$ cat src/rtl/seg7_scan.sv
// seg7_scan: multiplexed driver for a common-anode seven-segment display.
// A 32-bit (4*DIGITS) hex value with decimal-point and blanking masks is
// captured on a load strobe and swapped into the displayed copy only at a
// frame boundary, so a frame never mixes old and new digits. Each digit slot
// begins with a short all-dark gap to suppress ghosting between digits.
module seg7_scan #(
   parameter int DIGITS     = 8,
   parameter int SCAN_DIV   = 100000,
   parameter int GAP_CYCLES = 2000
) (
   input  logic                  clk,
   input  logic                  rst_n,
   input  logic                  load,
   input  logic [4*DIGITS-1:0]   data,
   input  logic [DIGITS-1:0]     dp_mask,
   input  logic [DIGITS-1:0]     blank_mask,
   output logic [DIGITS-1:0]     an,
   output logic [6:0]            seg,
   output logic                  dp,
   output logic                  frame_done,
   output logic                  update_pending
);

   localparam int CW = (SCAN_DIV > 1) ? $clog2(SCAN_DIV) : 1;
   localparam int IW = (DIGITS > 1) ? $clog2(DIGITS) : 1;
   localparam logic [CW-1:0] CNT_MAX = CW'(SCAN_DIV - 1);
   localparam logic [IW-1:0] IDX_MAX = IW'(DIGITS - 1);

   // Active-low segment pattern {g,f,e,d,c,b,a} for one hex nibble.
   function automatic logic [6:0] hex_to_seg(input logic [3:0] h);
      case (h)
         4'h0:    hex_to_seg = 7'h40;
         4'h1:    hex_to_seg = 7'h79;
         4'h2:    hex_to_seg = 7'h24;
         4'h3:    hex_to_seg = 7'h30;
         4'h4:    hex_to_seg = 7'h19;
         4'h5:    hex_to_seg = 7'h12;
         4'h6:    hex_to_seg = 7'h02;
         4'h7:    hex_to_seg = 7'h78;
         4'h8:    hex_to_seg = 7'h00;
         4'h9:    hex_to_seg = 7'h10;
         4'hA:    hex_to_seg = 7'h08;
         4'hB:    hex_to_seg = 7'h03;
         4'hC:    hex_to_seg = 7'h46;
         4'hD:    hex_to_seg = 7'h21;
         4'hE:    hex_to_seg = 7'h06;
         default: hex_to_seg = 7'h0E;
      endcase
   endfunction

   logic [CW-1:0]         cnt;
   logic [IW-1:0]         idx;
   logic                  running;
   logic [4*DIGITS-1:0]   sh_data;
   logic [DIGITS-1:0]     sh_dp;
   logic [DIGITS-1:0]     sh_blank;
   logic [4*DIGITS-1:0]   pd_data;
   logic [DIGITS-1:0]     pd_dp;
   logic [DIGITS-1:0]     pd_blank;
   logic                  pend_valid;
   logic                  frame_done_q;

   logic                  slot_end;
   logic                  frame_end;
   logic                  in_gap;
   logic                  lit;
   logic [3:0]            nibble;

   assign slot_end  = (cnt == CNT_MAX);
   assign frame_end = slot_end && (idx == IDX_MAX);

   // Gap phase occupies the first GAP_CYCLES counts of every slot; with no gap
   // the anode switches straight from one digit to the next.
   generate
      if (GAP_CYCLES == 0) begin : g_no_gap
         assign in_gap = 1'b0;
      end else begin : g_gap
         localparam logic [CW-1:0] GAP_END = CW'(GAP_CYCLES);
         assign in_gap = (cnt < GAP_END);
      end
   endgenerate

   // Slot counter and digit index; idx wrapping to 0 marks a new frame.
   // NOTE: sequential state always uses non-blocking (<=) so every register
   // samples the pre-edge values of the others regardless of statement order.
   always_ff @(posedge clk or negedge rst_n) begin
      if (!rst_n) begin
         cnt     <= '0;
         idx     <= '0;
         running <= 1'b0;
      end else begin
         running <= 1'b1;
         if (slot_end) begin
            cnt <= '0;
            idx <= (idx == IDX_MAX) ? '0 : idx + 1'b1;
         end else begin
            cnt <= cnt + 1'b1;
         end
      end
   end

   // Pending/shadow handoff: loads park in pending, the frame boundary
   // promotes them; a load on the boundary cycle goes straight to shadow.
   // NOTE: these data registers are reset on purpose -- they are directly
   // visible on the display, and a reset must discard any parked load.
   always_ff @(posedge clk or negedge rst_n) begin
      if (!rst_n) begin
         sh_data    <= '0;
         sh_dp      <= '0;
         sh_blank   <= '0;
         pd_data    <= '0;
         pd_dp      <= '0;
         pd_blank   <= '0;
         pend_valid <= 1'b0;
      end else if (frame_end && load) begin
         sh_data    <= data;
         sh_dp      <= dp_mask;
         sh_blank   <= blank_mask;
         pend_valid <= 1'b0;
      end else if (load) begin
         pd_data    <= data;
         pd_dp      <= dp_mask;
         pd_blank   <= blank_mask;
         pend_valid <= 1'b1;
      end else if (frame_end && pend_valid) begin
         sh_data    <= pd_data;
         sh_dp      <= pd_dp;
         sh_blank   <= pd_blank;
         pend_valid <= 1'b0;
      end
   end

   // frame_done is high during the first cycle of each frame after the first.
   always_ff @(posedge clk or negedge rst_n) begin
      if (!rst_n) frame_done_q <= 1'b0;
      else        frame_done_q <= frame_end;
   end

   assign frame_done     = frame_done_q;
   assign update_pending = pend_valid;

   assign nibble = sh_data[int'(idx)*4 +: 4];
   // The display stays dark until the first edge after reset release.
   assign lit    = running && !in_gap && !sh_blank[idx];

   // Output decode from registered state only.
   // NOTE: every output gets a default before the conditional update, so no
   // path through this block leaves a value held (which would infer a latch).
   always_comb begin
      an  = '1;
      seg = 7'h7F;
      dp  = 1'b1;
      if (lit) begin
         an[idx] = 1'b0;
         seg     = hex_to_seg(nibble);
         dp      = ~sh_dp[idx];
      end
   end

endmodule

$ cat config.mk
export PLATFORM = sky130hd
export DESIGN_NAME = seg7_scan
export DESIGN_NICKNAME = d
export VERILOG_FILES = /design/src/rtl/seg7_scan.sv
export SDC_FILE = /design/constraint.sdc
export NUM_CORES = 1
export LEC_CHECK = 0
export BUFFER_PORTS_ARGS = -buffer_cell sky130_fd_sc_hd__buf_2
export CORE_MARGIN = 2
export CORE_UTILIZATION = 25
export CTS_CLUSTER_DIAMETER = 200
export DETAILED_ROUTE_END_ITERATION = 10
export GPL_ROUTABILITY_DRIVEN = 0
export PLACE_DENSITY = 0.41
export SLEW_MARGIN = 15
export SYNTH_ARGS = -nofsm -noshare
export SYNTH_HDL_FRONTEND = slang
export SYNTH_SLANG_ARGS = --single-unit
$ cat constraint.sdc
create_clock -name clk -period 3.4 [get_ports clk]
set_input_delay 0.68 -clock clk [delete_from_list [all_inputs] [get_ports clk]]
set_output_delay 0.68 -clock clk [all_outputs]
set_load 0.01 [all_outputs]
### After elaboration in Yosys (flattened, before gate mapping)

Memory sizes are Yosys's and may differ from the RTL's.
Index checks and enable logic that the tools add are counted.
W data, S select, Z words.

* latch bits: 0
* flip-flop bits (word level): 119
* RAM bits: 0
* memory bits (read-only): 112
* bits of input ports: 51
* memories: 1
* output and inout bits: 18

* shift-type cells: 1
* divide/modulo/power cells: 0
* equality and inequality tests: 3
* multipliers: 0
* order comparisons: 3
* mux-type cells: 23
* reductions and logical operators: 12
* bitwise logic cells: 3
* $add $sub $neg: 2

Memory list
* (no name shown): words 16, bits a word 7, rd ports 1, clocked after Yosys merged registers in 0, wr ports 0, RTL line 31 `case (h)`

Operator list (count)
* $mux W32: 3
* $mux W8: 7
* $shiftx A32 B6 Y4: 1
* $add A17 B1 Y17 const B: 1
* $eq A17 B17 Y1 const B: 1
* $lt A17 B11 Y1 const B: 1
* $mux W17: 1
* $not A8 Y8: 1
* $mux W1: 7
* $mux W7: 1
* $bmux W1 S3: 2
* $logic_and A1 B1 Y1: 6
* $lt A3 B4 Y1 const B: 1
* $reduce_and A2 Y1: 2
* $add A3 B1 Y3 const B: 1
* $demux W1 S3: 1
* $eq A3 B3 Y1 const B: 1
* $ge A3 B1 Y1 const B: 1
* $mux W3: 1
* $reduce_bool A3 Y1: 1
* $logic_not A1 Y1: 2
* $ne A2 B1 Y1 const B: 1
* $not A1 Y1: 2
* $reduce_bool A2 Y1: 1

### Depth between registers and ports, before layout

Gate-level depths: netlist of the first run.

* depth in word-level cells: 6
* mapped depth: 10
* mapped depth without buffers: 8

### Worst setup path after synthesis of the first run

OpenSTA, ideal clock, no wires.

* kind: register to output
* from: register idx[1]
* to: output port seg[2]
* data arrival time: 2.249 ns
* setup slack: 0.471 ns
* buffers on the path: 2
* stages on the path, launching flop included: 8
* path through: dfrtp_1 buf_2 clkbuf_1 mux2i_1 o22ai_1 o21bai_1 ha_1 o311ai_0

* word-level cells in the longest chain between the ends: 5
* elaborated cells on any way between the ends: 7
* those cells by class: shift: 1; mux: 3; reduce/logical: 2; memory: 1

RTL lines
* from (decl): RTL line 52 `logic [IW-1:0] idx;`
* from (signal assigned): RTL line 95 `idx <= (idx == IDX_MAX) ? '0 : idx + 1'b1;`
* parallel branches: the longest is 4 deep, another holds $mem_v2 Z16 W7
* $mux W7 (*): RTL line 153 `if (lit) begin`
* to (decl): RTL line 18 `output logic [6:0] seg,`

Mark *: on every way between the ends. The select of a mux whose other input is x is not followed.

### Final worst setup path of the first run

* from: register idx[1]
* to: output port seg[0]

The elaborated chain is that of the path after synthesis.

==> impl_summary.md, run 1 <==
Outcome
The flow ran to the end, and the final reports show no timing, DRC or antenna violations.

Die
For this configuration, the core starts out at a cell density of 0.2564. The I/O pin count is 69. The area inside the core boundary is 24460 µm². The floorplan step defined a die boundary enclosing 26370 µm². Row generation in the floorplan step produced 57 rows. The die boundary width is 162.4 µm. The floorplan step set the die height to 162.4 µm.

STA
The actual transition at the worst max-transition pin is 765.3 ps. The final number of max-transition violations is 0. The final critical-path required period is 3245 ps.

The final worst-path setup slack is 154.8 ps. The final period utilization is 0.9545. Setup repair after global routing left no endpoint under its margin. Setup violations remaining at the end of the flow were counted as 0.

The total count of hold-check failures in the final report was 0. The headroom to the max-slew limit is 0.4898. Derived from the worst setup path, the maximum achievable clock frequency is 0.3081 GHz. Between clock sinks in the finished design, the worst skew comes to 10.49 ps. The setup TNS after final layout is 0 ps.

Routing
The sum of routed wire length over all layers is 17.70 mm. Once detail routing completed, the nets flagged for antenna violations numbered 0. After detailed routing, the number of vias per cell comes to 4.941. The iteration-0 DRC count of the detailed router is 351. After detailed routing, the average wire length per cell comes to 18.49 µm.

In the routed design, unresolved DRC markers number 0. The first-pass detailed-route iteration total is 4. The total via count in the routed design is 4729.

Synth
The share of the Yosys chip area taken by registers is 0.4748. Yosys attributes the largest share of cell area to sky130_fd_sc_hd__dfrtp_1, sky130_fd_sc_hd__mux2_2, sky130_fd_sc_hd__a221o_1, sky130_fd_sc_hd__o32ai_1, sky130_fd_sc_hd__nand2b_1. The area share of the largest cell type after synthesis is 0.4748.

The number of nets in the synthesized netlist is 615. The synthesized design contains 0 enable-type register cells. During synthesis, Yosys emitted a total of 0 warnings.

Counting distinct cell types in the post-synthesis netlist gives 45. The post-synthesis cell type with the largest combined area is sky130_fd_sc_hd__dfrtp_1. Averaged over all synthesized cells, the footprint is 11.28 µm². The leading register cell type out of synthesis is sky130_fd_sc_hd__dfrtp_1. The synthesized netlist cell count is 556.

The post-synthesis register bit count is 119. In this run the cell area of the synthesized design comes to 6272 µm². The async set-reset flop share out of synthesis is 1.000.

Setup path
The signal arrival time at the worst endpoint is 2570 ps. The critical path is of the flip-flop to primary output type. The required time of the worst setup path is 2720 ps.

In this run the worst path has a maximum fanout of 6. The launching point of the worst reg2reg path is cnt[12]$_DFF_PN0_. The critical path startpoint category is a flip-flop.

Across all register-to-register paths, the minimum setup slack is 840 ps. The number of cells on the worst reg-to-reg path is 4. STA classifies the critical path endpoint as a primary output. The endpoint of the worst register-to-register path is idx[2]$_DFFE_PN0N_.

GRT
The via count of the first global-routing pass is 5075. The largest net degree at the start of global routing is 83. The global router's overall resource usage is 0.1413. The number of antenna violations at the first check in global routing came to 0. The met1 routing resource usage after global routing is 0.1954. In this run the most used layer during global routing was met2. The fraction of met2 tracks used by global routing is 0.2232. The first global-routing pass estimated 28.95 mm of wire. The global-route met3 utilization is 0.02546. The total grt overflow is 0.

Cells and area
0 antenna diodes ended up in the layout. The area taken by multi-input logic gates is 2938 µm². Summing all non-filler instances in the final layout gives an area of 7591 µm². The combined flip-flop and latch cell area is 2982 µm². The net count of the finished layout is 680. Compared with the post-synthesis result, the final layout area differs by 21.03%. The share of final-layout standard cells stronger than drive strength 1 is 0.3096.

The layout filler cell count is 2524.

Clock tree
At the later pin of the worst-skew pair, clock insertion delay measures 420 ps. The number of levels in the clock H-tree is 4. Buffers inserted to repair hold after CTS numbered 0. The clock-pin slew of the registers on the worst-case setup and hold paths is 50 ps.

The clock passes through at most 2 buffers. The clock root buffer master is sky130_fd_sc_hd__clkbuf_16. TritonCTS created 17 clock buffers. TritonCTS built the clock tree.

The sink count of the clock tree is 119.

Job
Across the run, the number of max-cap violations was 0.

Placement
The instance area after placement is 6988 µm². The pre-CTS setup slack is 392.3 ps. During placement, the flow inserted port buffers numbering 68.

Detailed placement finished with a half-perimeter wire length of 11.65 mm.

Pwr
The areal power density over the cells is 477.3 nW/µm². The maximum resistive drop on vdd is 0.3160 mV. For this design the static power due to leakage is 0.003141 µW.

Worst hold path
The tightest min-delay check is of the input port to async pin type.
-- power by group --
group	internal (µW)	switching, µW	total (µW)
combinational	165	155	321
sequential	1520	76.2	1590
clock	1070	641	1710
total	2750	872	3620
-- placed cells by master, fill, tap and decap left out, drive strengths merged, types with 2 or more instances in the layout --
cell | synthesis | layout
o22ai | 4 | 4
xnor2 | 8 | 8
a221o | 45 | 45
clkbuf | 26 | 22
mux4 | 7 | 7
o211ai | 3 | 3
buf | 19 | 91
and3 | 2 | 2
nand4 | 6 | 6
nand2 | 23 | 23
nor2b | 7 | 7
o221ai | 3 | 3
a221oi | 3 | 3
a21oi | 2 | 2
nand2b | 47 | 47
ha | 8 | 8
nor4 | 2 | 2
dfrtp | 119 | 119
inv | 41 | 41
xor2 | 6 | 6
mux2 | 54 | 54
o21ai | 15 | 15
clkinvlp | 0 | 2
mux2i | 11 | 11
nor3 | 3 | 3
and4 | 5 | 5
clkinv | 0 | 6
o32ai | 38 | 38
nand3 | 15 | 15
a41oi | 3 | 3
nor2 | 18 | 18
a22oi | 3 | 3
-- Yosys cell counts (all sizes together), types with 15 or more instances --
master / n
a221o: 45
buf: 19
clkbuf: 26
dfrtp: 119
inv: 41
mux2: 54
nand2: 23
nand2b: 47
nand3: 15
nor2: 18
o21ai: 15
o32ai: 38
-- repair_timing --
| action | CTS | global route |
|---|---|---|
| setup buffers | 0 | 4 |
| resized for setup | 4 | 2 |
| setup endpoints to repair | 3 | 5 |
-- registers in the layout (all words and copies together) (netlist names), 3 cells and up --
| signal | count |
|---|---|
| sh_blank | 8 |
| pd_dp | 8 |
| sh_dp | 8 |
| pd_blank | 8 |
| pd_data | 32 |
| idx | 3 |
| cnt | 17 |
| sh_data | 32 |
-- worst max-delay path, stage by stage, from the launching register on --
cell and delay [ps]:
sky130_fd_sc_hd__dfrtp_2 450, sky130_fd_sc_hd__mux4_2 510, sky130_fd_sc_hd__mux2_2 350, sky130_fd_sc_hd__inv_1 130
sky130_fd_sc_hd__ha_2 230, sky130_fd_sc_hd__and3b_1 190, sky130_fd_sc_hd__o21ai_0 150, sky130_fd_sc_hd__buf_2 160
-- area by class of cell --
class                      count  share of cell area
sequential                   119              0.3928
multi-input combinational    351              0.3870
timing repair buffer          91             0.07285
clock buffer                  22             0.06379
tap                          324             0.05340
inverter                      41             0.02027
clock inverter                 9            0.009890
-- metrics by stage --
stage | instances | hold WS, ps | util | power (µW)
6_report | 957 | 241.8 | 0.3103 | 3623
5_1_grt | 957 | 278.0 | 0.3103 | 3783
2_1_floorplan | 556 | 384.4 | - | 1791
4_1_cts | 953 | 257.9 | 0.3088 | 3673
3_3_place_gp | 922 | 464.4 | 0.2857 | 1928
3_5_place_dp | 922 | 484.5 | 0.2857 | 1941
-- logic make-up (layout without fill, tap and decap cells) --
| family | after synthesis | after routing | synth area share |
|---|---|---|---|
| adder cells (fa/ha/maj) | 8 | 8 | 0.01596 |
| AND/OR/NAND/NOR | 135 | 135 | 0.1249 |
| flip-flops | 119 | 119 | 0.4748 |
| other | 1 | 1 | 0.0005979 |
| XOR/XNOR | 14 | 14 | 0.01955 |
| multiplexers | 72 | 72 | 0.1396 |
| AO/OA/AOI/OAI | 121 | 121 | 0.1648 |
| buffers and inverters | 86 | 163 | 0.05984 |
-- per-layer routing --
layer	wire, µm	part of all wire
met5	0	0
met4	261	0.015
met3	558	0.032
met2	8228	0.46
met1	8647	0.49
-- how the worst max path moves through the flow --
stage | cells after the start | startpoint | to
2_1_floorplan | 7 | idx[1]$_DFFE_PN0N_ | seg[2]
5_1_grt | 7 | idx[1]$_DFFE_PN0N_ | seg[0]
3_3_place_gp | 8 | idx[2]$_DFFE_PN0N_ | seg[0]
3_5_place_dp | 8 | idx[2]$_DFFE_PN0N_ | seg[0]
6_report | 7 | idx[1]$_DFFE_PN0N_ | seg[0]
4_1_cts | 10 | idx[1]$_DFFE_PN0N_ | seg[3]
(Power assumes the default switching activity.)
==> run 2, diff against run 1 <==
--- a/config.mk
+++ b/config.mk
@@ -14,2 +14,3 @@
 export PLACE_DENSITY = 0.41
+export SKIP_LAST_GASP = 1
 export SLEW_MARGIN = 15
==> constraint.sdc (replaced) <==
create_clock -name clk -period 3.4 [get_ports clk]
set_input_delay 0.34 -clock clk [delete_from_list [all_inputs] [get_ports clk]]
set_output_delay 0.34 -clock clk [all_outputs]
set_load 0.01 [all_outputs]
==> run 2 against run 1 <==
Cell count decreased by 0.63%. Sequential share of layout area increased by 0.33 points. Utilization decreased by 0.30 points. Non-clock buffer count decreased by 6. Die area unchanged. Clock power about the same. Design area decreased by 0.96%. Critical path type unchanged.
==> impl_summary.md, run 2 (synthesis results as in run 1) <==
Cells and area
The net count of the finished layout is 674 (was 680). The count of antenna diodes in the layout is 0 (unchanged). Largest registers: pd_data x32, sh_data x32, cnt x17 (unchanged). The final design utilization was 0.3074 (was 0.3103). The area overhead of the layout relative to synthesis is 19.87% (was 21.03%). Most frequent cells in the layout: sky130_fd_sc_hd__dfrtp_1, sky130_fd_sc_hd__buf_2, sky130_fd_sc_hd__mux2_2 (unchanged). The leading cell type in the layout, fill and taps excluded is sky130_fd_sc_hd__dfrtp_1 (unchanged). The share of final-layout standard cells stronger than drive strength 1 was 0.2887 (was 0.3096).

Clock tree
The CTS tree is done (unchanged). The clock-pin slew of the registers on the worst-case setup and hold paths is 50 ps (about the same). The buffer levels on the longest clock path was 2 (unchanged). The number of levels in the clock H-tree is 4 (unchanged).

The clock latency on the worst-skew pair is 410 ps (was 420 ps). The number of CTS-inserted buffers is 17 (unchanged). The clock root buffer master was sky130_fd_sc_hd__clkbuf_16 (unchanged). The sink count of the clock tree is 119 (unchanged). The number of gates resized after CTS is 0 (was 4).

Placement
The pre-CTS setup slack came to 662.8 ps (was 392.3 ps). The number of port buffers came to 68 (unchanged). The HPWL after detailed placement is 11.74 mm (was 11.65 mm).

Pwr
The maximum resistive drop on vdd was 0.3482 mV (was 0.3160 mV). The leakage power was 0.003100 µW (was 0.003141 µW). The sequential share of power is 0.440 (about the same). The switching component of the power is 859.4 µW (was 872.0 µW).

The power share of the clock group is 0.473 (was 0.472). The combinational power share was 0.088 (about the same). The cell-internal power was 2765 µW (was 2751 µW). The areal power density over the cells is 482.0 nW/µm² (was 477.3 nW/µm²). The switching power share of the total is 0.2371 (was 0.2407).

Setup path
The critical path startpoint category is a flip-flop (unchanged). The launching point of the worst reg2reg path is idx[1]$_DFFE_PN0N_ (was cnt[12]$_DFF_PN0_). The critical path start-end classification is flip-flop to primary output (unchanged). The worst reg-to-reg setup slack is 670 ps (was 840 ps). The type of element capturing the critical path is a primary output (unchanged). The signal arrival time at the worst endpoint was 2800 ps (was 2570 ps). The maximum fanout along the worst path is 12 (was 6).

The worst setup path startpoint is idx[1]$_DFFE_PN0N_ (unchanged). The required time of the worst setup path is 3060 ps (was 2720 ps). The number of cells on the worst reg-to-reg path is 7 (was 4). The endpoint of the worst register-to-register path is sh_data[2]$_DFFE_PN0P_ (was idx[2]$_DFFE_PN0N_).

GRT
The via count of the first global-routing pass is 4639 (was 5075). The largest net degree at the start of global routing is 64 (was 83). The total grt overflow came to 0 (unchanged). The number of antenna violations at the first check in global routing is 0 (unchanged). The global router's overall resource usage is 0.1379 (was 0.1413). The first-pass GRT wire length was 27.68 mm (was 28.95 mm).

STA
The final number of max-transition violations is 0 (unchanged). Setup repair after global routing missed its margin: false (unchanged). The actual transition at the worst max-transition pin was 704.5 ps (was 765.3 ps).

The fmax was 0.3180 GHz (was 0.3081 GHz). The final worst-path setup slack is 255.6 ps (was 154.8 ps). The total count of hold-check failures in the final report is 0 (unchanged). The total setup violations reported at the end of the flow is 0 (unchanged). The setup TNS after final layout is 0 ps (unchanged). The headroom to the max-slew limit was 0.5303 (was 0.4898).

The worst setup skew after layout is 10.07 ps (was 10.49 ps). The final period utilization is 0.9248 (was 0.9545). The final critical-path required period was 3144 ps (was 3245 ps).

Die
The die boundary width came to 162.4 µm (unchanged). The area inside the core boundary came to 24460 µm² (unchanged). The chip height was 162.4 µm (unchanged).

The floorplan die area is 26370 µm² (unchanged). The I/O pin count came to 69 (unchanged). The row count is 57 (unchanged). The initial core utilization is 0.2564 (unchanged).

Worst hold path
The class of the tightest hold or removal check is input port to flip-flop (was input port to async pin). The worst min-delay path endpoint is sh_data[17]$_DFFE_PN0P_. The worst hold path passes through 2 cells. The worst hold path begins at data[17].

Routing
The number of nets with antenna violations after routing is 0 (unchanged). The total via count in the routed design came to 4639 (was 4729). The number of vias per cell after detailed routing is 4.878 (was 4.941). The iteration-0 DRC count of the detailed router was 415 (was 351). The first-pass detailed-route iteration total was 4 (unchanged). The sum of routed wire length over all layers was 17.61 mm (was 17.70 mm). The total DRC errors in the routed layout was 0 (unchanged). The average routed wire per standard cell is 18.51 µm (was 18.49 µm).

Job
The max-capacitance violation count is 0 (unchanged).

Outcome
Status: completed (unchanged).
## run 2: cell types whose count changed in the layout (fill, tap and decap cells not counted), sizes merged
| cell | change |
|---|---|
| bufinv | +1 |
| buf | -7 |
| clkbuf | -1 |
| dlygate4sd3 | +1 |
## run 2: worst max-delay path by stage
stage | end | slack [ps] | cells past startpoint
2_1_floorplan | seg[2] | 810 | 7
3_3_place_gp | seg[3] | 750 | 9
3_5_place_dp | sh_data[2]$_DFFE_PN0P_ | 660 | 7
4_1_cts | seg[3] | 220 | 9
5_1_grt | seg[3] | 40 | 9
6_report | seg[0] | 260 | 7
## run 2: routing by layer
metal,vias to the layer above,wire (µm),global-route usage
met3,11,535,0.02903
met5,-,0,0
met4,0,181,0.04224
met1,2341,9007,0.1982
met2,93,7880,0.2081
li1,2194,-,-
## run 2: area by class of cell
| cell class | instances | area [µm²] |
|---|---|---|
| well taps | 324 | 405.4 |
| multi-input cells | 351 | 2928 |
| repair buffers | 85 | 498.0 |
| fillers | 2466 | 16940 |
| inverters | 41 | 153.9 |
| flip-flops and latches | 119 | 2978 |
| clock buffers | 21 | 450.4 |
| clock inverters | 10 | 105.1 |
## run 2: timing repair
item | 4_1_cts | 5_1_grt
setup endpoints to repair | 0 | 0
hold buffers | 1 | 0
setup buffers | 0 | 0
hold endpoints to repair | 9 | 0
## run 2: critical path: stages, from the launching register on
cell,delay [ps]
sky130_fd_sc_hd__dfrtp_1,640
sky130_fd_sc_hd__mux4_2,580
sky130_fd_sc_hd__mux2_2,340
sky130_fd_sc_hd__inv_1,120
sky130_fd_sc_hd__ha_1,240
sky130_fd_sc_hd__and3b_1,190
sky130_fd_sc_hd__o21ai_0,140
sky130_fd_sc_hd__buf_2,150
## run 2: power by group through the flow
| stage | clock [µW] | sequential, µW | combinational, µW |
|---|---|---|---|
| CTS | 1770 | 1590 | 324 |
| global placement | 0 | 1620 | 311 |
| global route | 1830 | 1610 | 356 |
| floorplan | 0 | 1580 | 207 |
| finish | 1710 | 1590 | 317 |
| detailed placement | 0 | 1620 | 322 |
## run 2: metrics by stage
| stage | cells | instance area [µm²] | hold WS [ps] | total power, µW |
|---|---|---|---|---|
| 2_1_floorplan | 556 | 6272 | 44.41 | 1791 |
| 3_3_place_gp | 919 | 6953 | 433.9 | 1929 |
| 3_5_place_dp | 919 | 6953 | 445.3 | 1941 |
| 4_1_cts | 951 | 7518 | 144.0 | 3686 |
| 5_1_grt | 951 | 7518 | 161.5 | 3792 |
| 6_report | 951 | 7518 | 167.9 | 3624 |
